**src/rtl/key_sched_ctrl.sv**
```systemverilog
`timescale 1ns/1ps
`default_nettype none
// ============================================================================
// key_sched_ctrl : sequences the DES key schedule datapath through 16 rounds
// Revision 1.0
// ============================================================================
module key_sched_ctrl #(
  parameter int KEY_W   = 64,
  parameter int ROUND_W = 5
) (
  input  logic               clk,
  input  logic               rst,
  input  logic               start,
  input  logic [KEY_W-1:0]   key_in,
  input  logic               hold,
  output logic [KEY_W-1:0]   key_out,
  output logic               load,
  output logic               mux_control,
  output logic [1:0]         shift,
  output logic               busy,
  output logic               subkey_valid,
  output logic [ROUND_W-1:0] subkey_round,
  output logic               done
);

  localparam logic [1:0] S_IDLE  = 2'd0;
  localparam logic [1:0] S_ROUND = 2'd1;
  localparam logic [1:0] S_FLUSH = 2'd2;

  localparam logic [ROUND_W-1:0] C_RND_1  = ROUND_W'(1);
  localparam logic [ROUND_W-1:0] C_RND_2  = ROUND_W'(2);
  localparam logic [ROUND_W-1:0] C_RND_9  = ROUND_W'(9);
  localparam logic [ROUND_W-1:0] C_RND_16 = ROUND_W'(16);

  logic [1:0]         state_q, state_d;
  logic [ROUND_W-1:0] round_q, round_d;
  logic [KEY_W-1:0]   key_q,   key_d;
  logic               sv_q,    sv_d;
  logic [ROUND_W-1:0] sr_q,    sr_d;

  always_ff @(posedge clk or negedge rst) begin
    if (!rst) begin
      state_q <= S_IDLE;
      round_q <= '0;
      key_q   <= '0;
      sv_q    <= 1'b0;
      sr_q    <= '0;
    end else begin
      state_q <= state_d;
      round_q <= round_d;
      key_q   <= key_d;
      sv_q    <= sv_d;
      sr_q    <= sr_d;
    end
  end

  always_comb begin
    state_d = state_q;
    round_d = round_q;
    key_d   = key_q;
    sv_d    = sv_q;
    sr_d    = sr_q;
    case (state_q)
      S_IDLE: begin
        if (start) begin
          key_d   = key_in;
          round_d = C_RND_1;
          state_d = S_ROUND;
        end
      end
      S_ROUND: begin
        // Subkey status follows each datapath load, so it freezes with hold.
        if (load) begin
          sv_d = 1'b1;
          sr_d = round_q;
          if (round_q == C_RND_16) begin
            round_d = '0;
            state_d = S_FLUSH;
          end else begin
            round_d = round_q + ROUND_W'(1);
          end
        end
      end
      S_FLUSH: begin
        sv_d    = 1'b0;
        sr_d    = '0;
        state_d = S_IDLE;
      end
      default: begin
        state_d = S_IDLE;
      end
    endcase
  end

  always_comb begin
    load        = 1'b0;
    mux_control = 1'b0;
    shift       = 2'b00;
    busy        = 1'b0;
    done        = 1'b0;
    case (state_q)
      S_ROUND: begin
        busy        = 1'b1;
        load        = ~hold;
        mux_control = (round_q != C_RND_1);
        // Rounds 1, 2, 9 and 16 rotate by one; all others by two (total 28).
        case (round_q)
          C_RND_1, C_RND_2, C_RND_9, C_RND_16: shift = 2'b01;
          default:                             shift = 2'b10;
        endcase
      end
      S_FLUSH: begin
        busy = 1'b1;
        done = 1'b1;
      end
      default: ;
    endcase
  end

  assign key_out      = key_q;
  assign subkey_valid = sv_q;
  assign subkey_round = sr_q;

endmodule
`default_nettype wire
```
**config.mk**
```make
export PLATFORM = sky130hd
export DESIGN_NAME = key_sched_ctrl
export DESIGN_NICKNAME = d
export VERILOG_FILES = /design/src/rtl/key_sched_ctrl.sv
export SDC_FILE = /design/constraint.sdc
export NUM_CORES = 1
export LEC_CHECK = 0
export BUFFER_PORTS_ARGS = -buffer_cell sky130_fd_sc_hd__buf_2
export CAP_MARGIN = 20
export CORE_MARGIN = 2
export CORE_UTILIZATION = 30
export CTS_CLUSTER_DIAMETER = 40
export CTS_CLUSTER_SIZE = 12
export DETAILED_ROUTE_END_ITERATION = 8
export SLEW_MARGIN = 15
export SYNTH_ARGS = -nofsm -noshare
export SYNTH_HDL_FRONTEND = slang
export SYNTH_SLANG_ARGS = --single-unit
```
**constraint.sdc**
```tcl
create_clock -name clk -period 4.4 [get_ports clk]
set_clock_uncertainty 0.1 [all_clocks]
set_input_delay 0.88 -clock clk [delete_from_list [all_inputs] [get_ports clk]]
set_output_delay 0.88 -clock clk [all_outputs]
set_load 0.02 [all_outputs]
```
==> out/metrics.yaml <==
h-tree-depth: 3
required_ns: 3.42
endpoint_kind: "output pin"
timing.hold.ws_ns: 0.382
synthFlopType: "dfrtp_1"
status: "finished, final reports clean"
antenna_left: 0
worstHoldPathType: "primary input to async pin"
hpwlAfterDp_um: 4810
cts_sinks: 77
remaining_drc_errors: 0
cts_tree: "yes"
yosysSeqAreaShare: 0.602
r2r_cells: 5
viasPerCell: 4.45
clock_latency_ns: 0.34
yosysTopAreaCellShare: 0.602
syn2layout_area_growth_pct: 34.4
synth-edff-count: 0
power.density_nw_per_um2: 769
postCtsSetupBuffers: 0
slew_headroom: 0.461
synth_cells: 219
worstMarginPinSlew_ns: 0.809
crit_fanout: 10
cts_buffers: 9
clockRootBuffer: "clkbuf_8"
rsz0062_at_grt: "false"
place_congestion: 0.729
synthDistinctLibCells: 34
syn_area_per_cell_um2: 14.6
finalWirelength_um: 6820
cts.repair.resized: 0
first_pass_iters: 4
grt_usage: 0.117
final_layout_size_suffix_gt1_frac: 0.633
finalMaxSlewViolations: 0
rrSetupSlack_ns: 2.33
fin_crit_sh: 0.618
ys_ff_latch: 77
fin_crit_ns: 2.72
cts-root-to-sink-buffers: 2
dieArea_um2: 11500
arrival_ns: 1.74
core-area_um2: 10300
tns_ns: 0
fmax_mhz: 368
synth_area_leader_cell: "dfrtp_1"
drv_cap: 0
antenna_found_initial: 0
die_h_um: 107
path_class: "flop to output pin"
synth_area_leaders: "dfrtp_1, mux2_2, ha_1, a22oi_1, buf_2"
path_cells: "inv_1, ha_1, inv_2, a21oi_1, buf_2"
crit_slowest_cell: "dfrtp_1"
die_w_um: 107
syn-num-nets: 295
numPortBuffers: 143
setup_viol: 0
via_count: 2257
rows: 37
synthArstFlopShare: 1.00
drtIter0Drc: 59
wl_per_cell_um: 13.5
syn-cell-area_um2: 3200
r2r_start: "state_q[0]"
ir_drop_v: 0.000285
synth_common_cells: "dfrtp_1, mux2_2, nor2_1, ha_1"
ctsHoldBuffers: 0
cpPeakStageDelay_ns: 0.41
p_leak_nw: 2.10
yosysMostFrequentCell: "dfrtp_1"
yosysWarnings: 0
hold_viol_final: 0
ios: 144
grt_overflow_total: 0
cts.reportedPaths.clkPinSlew_ns: 0.08
fin_nets: 442
r2r-end: "key_out[48]"
grt_pass1_wl_um: 10700
design_area_um2: 4310
grt_pass1_vias: 2197
placed_area_um2: 4040
grt_max_degree: 78
start_kind: "flop"
antenna_cells: 0
start_util: 0.310
[layout make-up]
cell class                 instances  area [µm²]
fill                            1012        6020
sequential                        77        1930
multi-input combinational        126        1190
timing repair buffer             145         746
tap                              136         170
clock buffer                      10         138
clock inverter                     6         110
inverter                           7        26.3
[cells by family after synthesis]
| group | after synthesis | share of synthesized area |
|---|---|---|
| adder cells (fa/ha/maj) | 8 | 0.0313 |
| flip-flops | 77 | 0.602 |
| AND/OR/NAND/NOR | 24 | 0.0441 |
| multiplexers | 67 | 0.235 |
| AO/OA/AOI/OAI | 27 | 0.0609 |
| buffers and inverters | 16 | 0.0273 |
[flip-flops by register name (all words and copies together) (netlist names)]
signal        flops
key_out          64
round_q           5
state_q           2
subkey_round      5
subkey_valid      1
[worst max path at each step]
stage	startpoint	to	depth (start not counted)
floorplan	hold	load	2
global placement	start	key_out[2]	4
detailed placement	start	key_out[28]	4
CTS	state_q[1]	shift[1]	5
global route	state_q[1]	shift[1]	5
finish	state_q[1]	shift[1]	5
[cells in the final DEF (no fill, tap or decap), types with 2 or more instances in the layout]
cell,count
ha_1,8
nand2_1,6
dfrtp_1,77
buf_4,2
inv_1,6
o21ai_0,7
mux2_2,64
clkbuf_8,10
nor2_1,9
mux2i_1,2
clkinvlp_4,2
a21oi_1,5
a22oi_1,5
buf_2,142
bufinv_16,3
[metrics by stage]
| stage | worst slack (ns) | total power [mW] | util | std cells |
|---|---|---|---|---|
| floorplan | 2.10 | 2.21 | - | 219 |
| global placement | 2.03 | 2.66 | 0.391 | 490 |
| detailed placement | 2.01 | 2.70 | 0.391 | 490 |
| CTS | 1.65 | 3.36 | 0.415 | 506 |
| global route | 1.52 | 3.52 | 0.417 | 507 |
| finish | 1.68 | 3.31 | 0.417 | 507 |
[worst max-delay path, delay by kind of cell (launching register included)]
family | cells | cell delay, ns
fa+ha+maj | 1 | 0.39
flops | 1 | 0.41
compound gates | 1 | 0.14
buf+inv | 3 | 0.46
[power breakdown]
part	switching, mW	internal, mW
Sequential	0.163	1.04
Clock	0.261	0.391
Combinational	0.845	0.614
[routing by layer]
metal	GRT usage	up-vias	wire length [µm]
met2	0.190	91	3260
met5	0	-	0
li1	-	1062	-
met4	0.0467	0	109
met3	0.0412	9	615
met1	0.144	1095	2840
Note: power is estimated with default switching activity, not from simulation.
